## src/rtl/led_stripe_decoder.sv

```systemverilog
// led_stripe_decoder
//   Receive side of the LED stripe one-wire protocol. The stripe line is
//   synchronised and edge-detected. Each high pulse is then classified by its
//   width as a 0 or 1 bit. Bits are assembled MSB-first into pixels. A long low
//   marks the end of a frame, and malformed pulses are flagged as errors.
// Ports
//   clk           system clock
//   rstn          asynchronous active-low reset
//   led_stripe_in asynchronous stripe data line
//   pixel_data    last complete pixel, first received bit in MSB (holds)
//   pixel_valid   1-cycle strobe, pixel_data / pixel_index valid
//   pixel_index   0-based index of pixel_data within the frame
//   frame_end     1-cycle strobe on frame-end (long low) detection
//   pixel_count   pixels strobed in the frame just ended, valid with frame_end
//   bit_error     1-cycle strobe on malformed pulse or partial pixel
//   busy          1 while a frame is in progress (HIGH or LOW)
module led_stripe_decoder #(
  parameter int unsigned T_MIN_CYC      = 5,
  parameter int unsigned T_THRESH_CYC   = 30,
  parameter int unsigned T_MAX_HIGH_CYC = 60,
  parameter int unsigned T_RESET_CYC    = 2500,
  parameter int unsigned PIX_BITS       = 24,
  parameter int unsigned CNT_W          = 16,
  parameter int unsigned IDX_W          = 8
) (
  input  logic                clk,
  input  logic                rstn,
  input  logic                led_stripe_in,
  output logic [PIX_BITS-1:0] pixel_data,
  output logic                pixel_valid,
  output logic [IDX_W-1:0]    pixel_index,
  output logic                frame_end,
  output logic [IDX_W-1:0]    pixel_count,
  output logic                bit_error,
  output logic                busy
);

  localparam int unsigned BCNT_W = $clog2(PIX_BITS + 1);

  localparam logic [1:0] S_RESYNC = 2'd0;
  localparam logic [1:0] S_IDLE   = 2'd1;
  localparam logic [1:0] S_HIGH   = 2'd2;
  localparam logic [1:0] S_LOW    = 2'd3;

  localparam logic [CNT_W-1:0]  MIN_C  = CNT_W'(T_MIN_CYC);
  localparam logic [CNT_W-1:0]  THR_C  = CNT_W'(T_THRESH_CYC);
  localparam logic [CNT_W-1:0]  MAXH_C = CNT_W'(T_MAX_HIGH_CYC);
  localparam logic [CNT_W-1:0]  RST_C  = CNT_W'(T_RESET_CYC);
  localparam logic [BCNT_W-1:0] LAST_B = BCNT_W'(PIX_BITS - 1);

  // Synchroniser and registered edge detector
  logic sync1_q, sync2_q, line_q, rise_q, fall_q;

  always_ff @(posedge clk or negedge rstn) begin
    if (!rstn) begin
      sync1_q <= 1'b0;
      sync2_q <= 1'b0;
      line_q  <= 1'b0;
      rise_q  <= 1'b0;
      fall_q  <= 1'b0;
    end else begin
      sync1_q <= led_stripe_in;
      sync2_q <= sync1_q;
      line_q  <= sync2_q;
      // Edge strobes line up with line_q: they mark the first cycle of a new level.
      rise_q  <= sync2_q & ~line_q;
      fall_q  <= ~sync2_q & line_q;
    end
  end

  // Decoder FSM and output registers
  logic [1:0]          state_q,  state_d;
  logic [CNT_W-1:0]    cnt_q,    cnt_d,   cnt_inc;
  logic [BCNT_W-1:0]   bcnt_q,   bcnt_d;
  logic [PIX_BITS-1:0] shift_q,  shift_d;
  logic [IDX_W-1:0]    idx_q,    idx_d,   idx_inc;
  logic [PIX_BITS-1:0] pdata_q,  pdata_d;
  logic [IDX_W-1:0]    pidx_q,   pidx_d;
  logic [IDX_W-1:0]    pcount_q, pcount_d;
  logic                pvalid_q, pvalid_d;
  logic                fend_q,   fend_d;
  logic                berr_q,   berr_d;
  logic                err;

  assign cnt_inc = (cnt_q == '1) ? cnt_q : cnt_q + CNT_W'(1);
  assign idx_inc = (idx_q == '1) ? idx_q : idx_q + IDX_W'(1);

  always_comb begin
    state_d  = state_q;
    cnt_d    = cnt_q;
    bcnt_d   = bcnt_q;
    shift_d  = shift_q;
    idx_d    = idx_q;
    pdata_d  = pdata_q;
    pidx_d   = pidx_q;
    pcount_d = pcount_q;
    pvalid_d = 1'b0;
    fend_d   = 1'b0;
    berr_d   = 1'b0;
    err      = 1'b0;
    case (state_q)
      S_RESYNC: begin
        if (line_q) begin
          cnt_d = '0;
        end else if (cnt_q == RST_C) begin
          state_d = S_IDLE;
          cnt_d   = '0;
        end else begin
          cnt_d = cnt_inc;
        end
      end
      S_IDLE: begin
        if (rise_q) begin
          state_d = S_HIGH;
          cnt_d   = CNT_W'(1);
          bcnt_d  = '0;
          idx_d   = '0;
          shift_d = '0;
        end
      end
      S_HIGH: begin
        // A high that has lasted T_MAX_HIGH_CYC is stuck even if it falls now.
        if (cnt_q == MAXH_C) begin
          err = 1'b1;
        end else if (fall_q) begin
          if (cnt_q < MIN_C) begin
            err = 1'b1;
          end else begin
            shift_d = {shift_q[PIX_BITS-2:0], (cnt_q >= THR_C)};
            state_d = S_LOW;
            cnt_d   = CNT_W'(1);
            if (bcnt_q == LAST_B) begin
              pvalid_d = 1'b1;
              pdata_d  = shift_d;
              pidx_d   = idx_q;
              idx_d    = idx_inc;
              bcnt_d   = '0;
            end else begin
              bcnt_d = bcnt_q + BCNT_W'(1);
            end
          end
        end else begin
          cnt_d = cnt_inc;
        end
      end
      default: begin // S_LOW
        if (cnt_q == RST_C) begin
          fend_d   = 1'b1;
          pcount_d = idx_q;
          berr_d   = (bcnt_q != '0);
          bcnt_d   = '0;
          shift_d  = '0;
          state_d  = S_IDLE;
          cnt_d    = '0;
        end else if (rise_q) begin
          state_d = S_HIGH;
          cnt_d   = CNT_W'(1);
        end else begin
          cnt_d = cnt_inc;
        end
      end
    endcase
    if (err) begin
      berr_d  = 1'b1;
      bcnt_d  = '0;
      idx_d   = '0;
      shift_d = '0;
      state_d = S_RESYNC;
      cnt_d   = '0;
    end
  end

  always_ff @(posedge clk or negedge rstn) begin
    if (!rstn) begin
      state_q  <= S_RESYNC;
      cnt_q    <= '0;
      bcnt_q   <= '0;
      shift_q  <= '0;
      idx_q    <= '0;
      pdata_q  <= '0;
      pidx_q   <= '0;
      pcount_q <= '0;
      pvalid_q <= 1'b0;
      fend_q   <= 1'b0;
      berr_q   <= 1'b0;
    end else begin
      state_q  <= state_d;
      cnt_q    <= cnt_d;
      bcnt_q   <= bcnt_d;
      shift_q  <= shift_d;
      idx_q    <= idx_d;
      pdata_q  <= pdata_d;
      pidx_q   <= pidx_d;
      pcount_q <= pcount_d;
      pvalid_q <= pvalid_d;
      fend_q   <= fend_d;
      berr_q   <= berr_d;
    end
  end

  assign pixel_data  = pdata_q;
  assign pixel_valid = pvalid_q;
  assign pixel_index = pidx_q;
  assign frame_end   = fend_q;
  assign pixel_count = pcount_q;
  assign bit_error   = berr_q;
  assign busy        = (state_q == S_HIGH) || (state_q == S_LOW);

endmodule
```

## config.mk

```make
export PLATFORM = sky130hd
export DESIGN_NAME = led_stripe_decoder
export DESIGN_NICKNAME = d
export VERILOG_FILES = /design/src/rtl/led_stripe_decoder.sv
export SDC_FILE = /design/constraint.sdc
export NUM_CORES = 1
export LEC_CHECK = 0
export CORE_MARGIN = 1
export CORE_UTILIZATION = 30
export CTS_CLUSTER_DIAMETER = 150
export DETAILED_ROUTE_END_ITERATION = 8
export HOLD_SLACK_MARGIN = 0.02
export PLACE_DENSITY = 0.44
export SKIP_LAST_GASP = 1
export SYNTH_ARGS = -nofsm -noshare
export SYNTH_HDL_FRONTEND = slang
export SYNTH_SLANG_ARGS = --single-unit
```

## constraint.sdc

```tcl
create_clock -name clk -period 7.37 [get_ports clk]
set_clock_uncertainty 0.15 [all_clocks]
set_input_delay 2.211 -clock clk [delete_from_list [all_inputs] [get_ports clk]]
set_output_delay 2.211 -clock clk [all_outputs]
set_load 0.01 [all_outputs]
```

==> out/metrics.cfg <==
[timing]
worst_pin_slew_ns=1.14
setup_tns_ns=0
fmax_ghz=0.224
slew_viol_final=0
hold_violations=0
period_minus_slack_ns=4.47
period_share_pct=60.6
rsz0062_at_grt=false
finalSetupViolations=0
maxSlewHeadroom_pct=23.6

[worst_setup_path]
cp-end-kind=primary output
startpoint=state_q[0]$_DFFE_PN0P_
r2r_cells=6
crit_chain=inv_1 > ha_1 > or2_2 > clkdlybuf4s50_1
start_kind=register
critical_path_class=reg -> out
critPathMaxFanout=12
r2r_end=cnt_q[11]$_DFFE_PN0P_
crit_slowest_cell=clkdlybuf4s50_1
critPathMaxStageDelay_ns=0.53
crit_arrival_ns=2.11
r2r-start=cnt_q[0]$_DFFE_PN0P_
cp_data_required_time_ns=5.01
r2r_slack_ns=4.19

[synthesis]
synth_area_leaders=dfrtp_1 51%, mux2i_1 5.2%, nand2_1 4.9%
synth_compound_area_share_pct=14.4
synth_simple_gate_area_share_pct=17.3
syn_area_per_cell_um2=10.0
synth_top_family_by_area=simple AND/OR/NAND/NOR gates
muxShareOfSynthArea_pct=8.37
synth-async-reset-ratio_pct=100
yosys.area.top_type=dfrtp_1
syn-num-nets=514
synth_edf_count=0
syn_area_um2=4990
synthAdderAreaFrac_pct=3.01
synthXorXnorAreaFrac_pct=0
synth-main-ff-cell=dfrtp_1
yosysMostFrequentCell=dfrtp_1
synth-warning-count=0
ys_ff_latch=102
synth_top_area_share_pct=51.1
ys_seq_area_share_pct=51.1
synthCells=499
ys_types=53
ys_top_cells_by_count=102 x dfrtp_1, 65 x nand2_1, 42 x inv_1, 34 x o21ai_0, 26 x mux2i_1

[placement]
io_buffer_count=46
hpwl_mm=7.45
gp_congestion=0.786

[clock_tree]
postCtsHoldBufs=0
cts.clk_slew.worst_paths_ns=0.07
cts_tree=built
clock_latency_ns=0.35
cts-root-buf=clkbuf_16
cts_buffers=9
cts_setup_buffers=0
cts.sinks=102
cts_resized=0
htree_num_levels=3
cts_max_path_buffers=2

[floorplan]
rows=46
die_height_um=131
dieArea_um2=17200
die_w_um=131
coreArea_um2=16100
initial_core_util_pct=31.1
io_pins=47

[route]
via_per_inst=4.98
drt-initial-drc-count=148
ant_nets=0
drc=0
num_vias=3758
dr.pass1.iters=4
wirelength_mm=11.0
avgRoutedWirePerCell_um=14.6

[power_and_ir_drop]
clockPowerShare_pct=44.0
swShare_pct=23.2
seqPwrFrac_pct=53.6
p_int_uw=813
totalPowerFinal_uw=1060
switchingPower_uw=246
leakage_uw=0.00260
power_density_nw_per_um2=178
peakVddDrop_uv=114
power.share.combinational_pct=2.5

[hold_path]
hold_class=reg -> reg
min_path_cells=0
holdPathEnd=sync2_q$_DFF_PN0_
hp-start=sync1_q$_DFF_PN0_

[final_layout]
final_nets=548
antenna_cells=0
drive_above_1_share_pct=7.99
fillCellCount=1633
area_delta_synth_final_pct=19.0

[grt]
grtUsageTotal_pct=14.1
grt_max_degree=67
antenna_found_initial=0
grt_pass1_wl_mm=18.6
grt_pass1_vias=3606
overflow=0

[run_status]
outcome=finished, final reports clean

[job]
maxCapViolCount=0

-- layout make-up --
class                      instances  area, um2  area share (%)
clock buffer                      10        239            4.02
clock inverter                     6       52.6           0.884
inverter                          42        158            2.65
multi-input combinational        327       2180            36.6
sequential                       102       2550            42.9
tap                              216        270            4.55
timing repair buffer              51        495            8.33
-- worst max-delay path, delay by kind of cell, from the launching register on --
kind / cells / cell delay [ns]
adders and majority gates: 1 / 0.47
buffers and inverters: 2 / 0.66
DFF: 1 / 0.41
and+or+nand+nor: 1 / 0.22
-- worst max-delay path by stage --
stage	endpoint	slack, ns	depth (start not counted)
2_1_floorplan	busy	3.87	4
3_3_place_gp	busy	3.32	4
3_5_place_dp	busy	3.28	4
4_1_cts	busy	2.88	4
5_1_grt	busy	2.80	4
6_report	busy	2.90	4
-- cell usage in the layout, fill, tap and decap left out, types with 14 or more instances in the layout --
| cell type | count |
|---|---|
| mux2i_1 | 26 |
| dfrtp_1 | 102 |
| o31ai_1 | 17 |
| a21oi_1 | 17 |
| clkdlybuf4s50_1 | 45 |
| o21ai_0 | 34 |
| inv_1 | 42 |
| nand2_1 | 65 |
| nand3_1 | 17 |
| nor2_1 | 14 |
| or4_1 | 14 |
-- power groups by stage --
stage                     registers (uW)  logic, uW  clock network (uW)
after floorplan                      575       12.8                   0
after global placement               578       27.2                   0
after detailed placement             578       27.3                   0
after CTS                            567       27.4                 487
after global routing                 568       31.0                 507
final                                567       26.1                 466
-- logic make-up after synthesis --
logic type,Yosys count
multiplexers,40
AND/OR/NAND/NOR,166
flip-flops,102
adder cells (fa/ha/maj),12
buffers and inverters,70
AO/OA/AOI/OAI,109
-- registers in the layout, summed over array words and instances, names as in the netlist, 2 cells and up --
register / flops
idx_q: 8
pixel_count: 8
pixel_index: 8
shift_q: 23
bcnt_q: 5
state_q: 2
cnt_q: 16
pixel_data: 24
-- layer usage --
metal | global-route usage [%] | routed length [um]
met4 | 5.68 | 178
met3 | 2.24 | 284
met2 | 20.6 | 4790
met5 | 0 | 0
met1 | 20.6 | 5780
-- metrics by stage --
| step | util [%] | setup WS (ns) | cell area [um2] | instances | hold WS, ns |
|---|---|---|---|---|---|
| after floorplan | - | 3.87 | 4990 | 499 | 0.181 |
| after global placement | 35.2 | 3.32 | 5650 | 738 | 0.189 |
| after detailed placement | 35.2 | 3.28 | 5650 | 738 | 0.194 |
| after CTS | 37.0 | 2.88 | 5950 | 754 | 0.211 |
| after global routing | 37.0 | 2.80 | 5950 | 754 | 0.228 |
| final | 37.0 | 2.90 | 5950 | 754 | 0.209 |
No activity file was read; power rests on OpenSTA's default activity.
